--- config.mk ---
export PLATFORM = sky130hd
export DESIGN_NAME = shiftrows_col_feeder
export DESIGN_NICKNAME = d
export VERILOG_FILES = /design/src/rtl/shiftrows_col_feeder.sv
export SDC_FILE = /design/constraint.sdc
export NUM_CORES = 1
export LEC_CHECK = 0
export CAP_MARGIN = 20
export CORE_MARGIN = 1.5
export CORE_UTILIZATION = 50
export DETAILED_ROUTE_END_ITERATION = 7
export PLACE_DENSITY = 0.89
export SLEW_MARGIN = 20
export SYNTH_ARGS = -nofsm -noshare
export SYNTH_HDL_FRONTEND = slang
export SYNTH_SLANG_ARGS = --single-unit
export TNS_END_PERCENT = 10
--- constraint.sdc ---
create_clock -name clk -period 3.4 [get_ports clk]
set_input_delay 0.68 -clock clk [delete_from_list [all_inputs] [get_ports clk]]
set_output_delay 0.68 -clock clk [all_outputs]
set_load 0.1 [all_outputs]
--- src/rtl/shiftrows_col_feeder.sv ---
// Holds one AES state and streams its ShiftRows (or InvShiftRows) columns to a
// column mixer, one 4-byte column per beat, with valid/ready on both sides.
module shiftrows_col_feeder #(
    parameter bit INV = 1'b0
) (
    input  logic         clk,
    input  logic         rst_n,
    input  logic         s_valid,
    output logic         s_ready,
    input  logic [127:0] s_state,
    input  logic         s_final,
    output logic         m_valid,
    input  logic         m_ready,
    output logic [7:0]   m_b0,
    output logic [7:0]   m_b1,
    output logic [7:0]   m_b2,
    output logic [7:0]   m_b3,
    output logic [1:0]   m_idx,
    output logic         m_last,
    output logic         m_final
);

    localparam int unsigned NB  = 16;
    localparam int unsigned BW  = 8;
    localparam int unsigned SW  = NB * BW;
    localparam int unsigned IW  = 2;

    typedef enum logic {
        IDLE = 1'b0,
        SEND = 1'b1
    } state_e;

    state_e          state_q, state_d;
    logic [SW-1:0]   hold_q, hold_d;
    logic            final_q, final_d;
    logic [IW-1:0]   idx_q, idx_d;

    logic            last_c;
    logic            send_c;
    logic            in_fire_c;
    logic [BW-1:0]   st_bytes [NB];
    logic [BW-1:0]   col_c [4];
    logic [IW-1:0]   src_col;

    // Byte i of the held state is s[i%4, i/4].
    for (genvar i = 0; i < NB; i++) begin : g_bytes
        assign st_bytes[i] = hold_q[SW-1-BW*i -: BW];
    end

    assign last_c    = (idx_q == IW'(3));
    assign send_c    = rst_n && (state_q == SEND);
    assign s_ready   = rst_n && ((state_q == IDLE) || (m_ready && last_c));
    assign in_fire_c = s_valid && s_ready;

    // Row r of the outgoing column is taken from source column idx +/- r.
    always_comb begin
        src_col = '0;
        for (int r = 0; r < 4; r++) begin
            col_c[r] = '0;
        end
        for (int r = 0; r < 4; r++) begin
            src_col  = INV ? (idx_q - IW'(r)) : (idx_q + IW'(r));
            col_c[r] = st_bytes[{src_col, IW'(r)}];
        end
    end

    always_comb begin
        state_d = state_q;
        hold_d  = hold_q;
        final_d = final_q;
        idx_d   = idx_q;
        if (in_fire_c) begin
            state_d = SEND;
            hold_d  = s_state;
            final_d = s_final;
            idx_d   = '0;
        end else if ((state_q == SEND) && m_ready) begin
            if (last_c) begin
                state_d = IDLE;
                idx_d   = '0;
            end else begin
                idx_d = idx_q + IW'(1);
            end
        end
    end

    always_ff @(posedge clk) begin
        if (!rst_n) begin
            state_q <= IDLE;
            hold_q  <= '0;
            final_q <= 1'b0;
            idx_q   <= '0;
        end else begin
            state_q <= state_d;
            hold_q  <= hold_d;
            final_q <= final_d;
            idx_q   <= idx_d;
        end
    end

    assign m_valid = send_c;
    assign m_last  = send_c && last_c;
    assign m_b0    = send_c ? col_c[0] : '0;
    assign m_b1    = send_c ? col_c[1] : '0;
    assign m_b2    = send_c ? col_c[2] : '0;
    assign m_b3    = send_c ? col_c[3] : '0;
    assign m_idx   = idx_q;
    assign m_final = final_q;

endmodule

* After elaboration in Yosys (flattened, before gate mapping)
Cells that the tools add are included.
** Storage, ports and cells
- Output and inout bits :: 38
- Flip-flop bits (word level) :: 132
- Input bits :: 133
- Word-level logic and storage cells :: 49
** Cells by class
- Order comparisons :: 4
- Equality and inequality tests :: 1
- Bitwise operators :: 6
- Multiplexer cells :: 20
- Reduce and logical (&&, ||, !) cells :: 11
- $add $sub $neg :: 3
** Operator list (count)
- 8-bit binary-select mux with 4-bit select :: 4
- 8-bit two-way mux :: 12
- 5-bit greater-or-equal comparator, second input constant :: 4
- 4-bit inverter with 5-bit output :: 4
- 1-bit logical AND :: 6
- 2-bit adder, second input constant :: 2
- 2-bit nonzero test :: 2
- 1-bit two-way mux :: 3
- 2-bit by 1-bit adder with 2-bit output, second input constant :: 1
- 2-bit equality test, second input constant :: 1
- 2-bit two-way mux :: 1
- 1-bit inverter :: 2
- 2-bit AND reduction :: 1
- 2-bit OR reduction :: 1
- 1-bit logical OR :: 1

* Longest topological paths before layout
Gate-level depths: netlist of the first run.
- Depth in word-level cells :: 7
- Gate-level depth with buffers :: 6
- Gate-level depth less buffers :: 4

* Worst setup path after synthesis of the first run
OpenSTA, ideal clock, no wires.
- Path type :: reg2out
- Start :: register idx_q[0], in the netlist m_idx[0]
- End :: output port m_b3[3]
- Path buffers :: 2
- Stages on the path, launching flop included :: 6
- Data required time :: 2.720 ns
- Arrival :: 3.238 ns
- Path slack :: -0.518 ns
- Path through :: dfxtp_1 -> ha_1 -> buf_2 -> buf_2 -> mux4_2 -> nor2b_1
** On the way
- Longest elaborated chain between the ends :: 6
** Ends and longest elaborated chain
- start, declared :: line 36 : logic [IW-1:0] idx_q, idx_d;
- start signal, assigned :: line 97 : idx_q <= idx_d;
- 2-bit adder :: line 62 : src_col = INV ? (idx_q - IW'(r)) : (idx_q + IW'(r));
- 4-bit inverter with 5-bit output (not written as such) :: line 63 : col_c[r] = st_bytes[{src_col, IW'(r)}];
- 8-bit binary-select mux with 4-bit select :: line 63
- 8-bit two-way mux (not written as such) (2 in series) :: line 63
- 8-bit two-way mux :: line 106 : assign m_b3 = send_c ? col_c[3] : '0;
- end, declared :: line 17 : output logic [7:0] m_b3,
No other way between the ends. The select of a mux whose other input is x is not followed.

* Final worst setup path of the first run
- Start :: register idx_q[1], in the netlist m_idx[1]
- End :: output port m_b1[3]
** On the way
- Longest elaborated chain between the ends :: 6
** Ends and longest elaborated chain
- 2-bit by 1-bit adder with 2-bit output :: line 62
- 4-bit inverter with 5-bit output (not written as such) :: line 63
- 8-bit binary-select mux with 4-bit select :: line 63
- 8-bit two-way mux (not written as such) (2 in series) :: line 63
- 8-bit two-way mux :: line 104 : assign m_b1 = send_c ? col_c[1] : '0;
- end, declared :: line 15 : output logic [7:0] m_b1,
No other way between the ends. The select of a mux whose other input is x is not followed.

==> impl_metrics.yaml, run 1 <==
grt:
  grt_usage_pct: 23.2
  grt_pass1_vias: 5088
  grt_pass1_wl_mm: 23.4
  grtUsageMet1_pct: 25.8
  gr-total-overflow: 0
  busiest_layer: "met2"
  grt_max_degree: 92
  met3_usage_pct: 5.75
  grtUsageMet2_pct: 42.1
  antenna_found_initial: 0
clock_tree:
  clk_path_buf_depth: 2
  path_clk_slew_ps: 60
  post_cts_buffers: 0
  htreeDepth: 4
  post_cts_resized: 0
  clk-insertion-delay-late_ps: 420
  numCtsBuffers: 17
  cts_root_buffer: "clkbuf_16"
  cts_hold_buffers: 0
  clock-sinks: 132
  tritoncts: "built"
timing:
  fin_skew_ps: 6.29
  worst_pin_slew_ps: 968
  fin_crit_sh_pct: 91.3
  whs_ps: 454
  hold_viol_final: 0
  min_period_ps: 3100
  setup_viol: 0
  finalWorstSetupSlack_ps: 297
  maxSlewViolCount: 0
  relSlewSlack_pct: 35.3
  rsz0062_at_grt: "false"
  fmax_ghz: 0.322
  timing.setup.tns_ps: 0
placed_design:
  gp_congestion: 0.778
  port_buffers: 170
  pre_cts_slack_ps: 775
  hpwl_mm: 10.2
setup_path:
  crit_fanout: 17
  cp_data_required_time_ps: 2720
  worstSetupEndpointType: "output port"
  critPathLaunchType: "flop"
  worstSetupPathType: "reg2out"
  arrival_ps: 2420
finish:
  layout-drive-gt1-share_pct: 13.2
  layout_common_cells: "132 x nand2_1, 132 x clkdlybuf4s50_1, 131 x dfxtp_1"
  finalNetCount: 931
  synthToLayoutAreaGrowth_pct: 43.6
  antenna_cells: 0
  fill_cells: 837
synthesis:
  syn-num-nets: 774
  seq_area_frac_synth_pct: 42.3
  syn_area_um2: 6250
  ys_warn_count: 0
  avgSynthCellArea_um2: 9.77
  synth-seq-cells: 132
  syn_inst: 640
  ys_types: 23
routing:
  routed_wl_mm: 14.5
  dr.first_iter.drc_count: 232
  wl_per_cell_um: 14.9
  drt-pass1-iter-count: 5
  drc: 0
  antenna_left: 0
  vias: 4781
  via_per_inst: 4.89
power:
  combPwrFrac_pct: 15.0
  cellInternalPower_mw: 3.34
  p_per_area_nw_per_um2: 484
  p_leak_nw: 3.86
  p_seq_share_pct: 39.5
  swShare_pct: 23.1
  ir_drop_uv: 381
  pwr-share-clk_pct: 45.5
  p_sw_mw: 1.00
floorplanning:
  dieArea_um2: 13200
  fp-row-count: 40
  start_util_pct: 51.6
  io_pins: 171
  core_area_um2: 12100
  die-height_um: 115
  die_w_um: 115
run_status:
  status: "completed"
run:
  maxCapViolations: 0
hold_path:
  hp-class: "reg2reg"
[registers in the layout, summed over array words and instances, names as in the netlist]
| signal | count |
|---|---|
| state_q | 1 |
| m_final | 1 |
| m_idx | 2 |
| hold_q | 128 |
[Yosys cell counts, drive strengths merged]
library cell / instances / share of area (%)
nor3b: 1 / 0.20
inv: 130 / 7.8
mux2i: 130 / 21
or3b: 1 / 0.14
a21boi: 1 / 0.18
o21ai: 1 / 0.080
buf: 24 / 3.6
ha: 1 / 0.20
a31oi: 1 / 0.10
o21a: 1 / 0.12
nor2: 1 / 0.10
nor2b: 34 / 3.4
and3: 1 / 0.10
or2b: 1 / 0.12
clkbuf: 16 / 0.96
nand2: 132 / 7.9
mux4: 32 / 12
dfxtp: 132 / 42
[critical path, stage by stage (launching register included)]
cell     delay, ps
dfxtp_1        310
ha_1           830
mux4_2         340
nor2b_1        290
buf_12         220
[area by class of cell]
type | instances | area, µm² | share of cell area [%]
Tap cell | 168 | 210 | 2.34
Timing Repair Buffer | 178 | 2140 | 23.9
Inverter | 130 | 488 | 5.43
Clock buffer | 22 | 464 | 5.17
Multi-Input combinational cell | 338 | 2850 | 31.8
Sequential cell | 132 | 2640 | 29.4
Clock inverter | 10 | 178 | 1.98
[power groups by stage]
stage,clock (mW),sequential [mW],combinational [mW]
3_5_place_dp,0,1.75,0.653
3_3_place_gp,0,1.74,0.635
4_1_cts,2.00,1.72,0.659
5_1_grt,2.07,1.73,0.697
6_report,1.98,1.72,0.651
2_1_floorplan,0,1.74,0.389
[per-stage QoR]
| step | area (µm²) | util [%] | cells | total power, mW |
|---|---|---|---|---|
| after detailed placement | 8340 | 68.8 | 946 | 2.40 |
| after global routing | 8980 | 74.1 | 978 | 4.50 |
| final | 8980 | 74.1 | 978 | 4.34 |
| after floorplan | 6260 | - | 640 | 2.13 |
| after global placement | 8340 | 68.8 | 946 | 2.37 |
| after CTS | 8980 | 74.1 | 978 | 4.37 |
[path summary, 6_finish.rpt]
check | start | endpoint | slack [ps] | cells past startpoint
worst max-delay path | m_idx[1] | m_b1[3] | 300 | 4
worst min-delay path | hold_q[69] | hold_q[69] | 450 | 2
worst max register to register | m_idx[1] | hold_q[10] | 1790 | 5
worst min register to register | hold_q[69] | hold_q[69] | 450 | 2
[metal layers]
| layer | vias up | share of wire [%] | routed length [µm] |
|---|---|---|---|
| li1 | 2338 | - | - |
| met1 | 2279 | 40 | 5790 |
| met2 | 138 | 53 | 7670 |
| met3 | 26 | 5.1 | 739 |
| met4 | 0 | 2.3 | 333 |
| met5 | - | 0 | 0 |
[cells by family after synthesis]
logic type | Yosys count | synth area share [%]
muxes | 162 | 32.8
AOI/OAI and AO/OA | 4 | 0.480
buffers and inverters | 170 | 12.3
DFF | 132 | 42.3
adders and majority gates | 1 | 0.200
and+or+nand+nor | 171 | 12.0
(Power assumes the default switching activity.)
==> run 2: changes to the inputs <==
--- a/config.mk
+++ b/config.mk
@@ -5,6 +5,7 @@
 export SDC_FILE = /design/constraint.sdc
 export NUM_CORES = 1
 export LEC_CHECK = 0
+export ABC_AREA = 0
 export CAP_MARGIN = 20
 export CORE_MARGIN = 1.5
 export CORE_UTILIZATION = 50
==> results of run 2 <==
Final layout, timing and power as in run 1 (identical DEF).
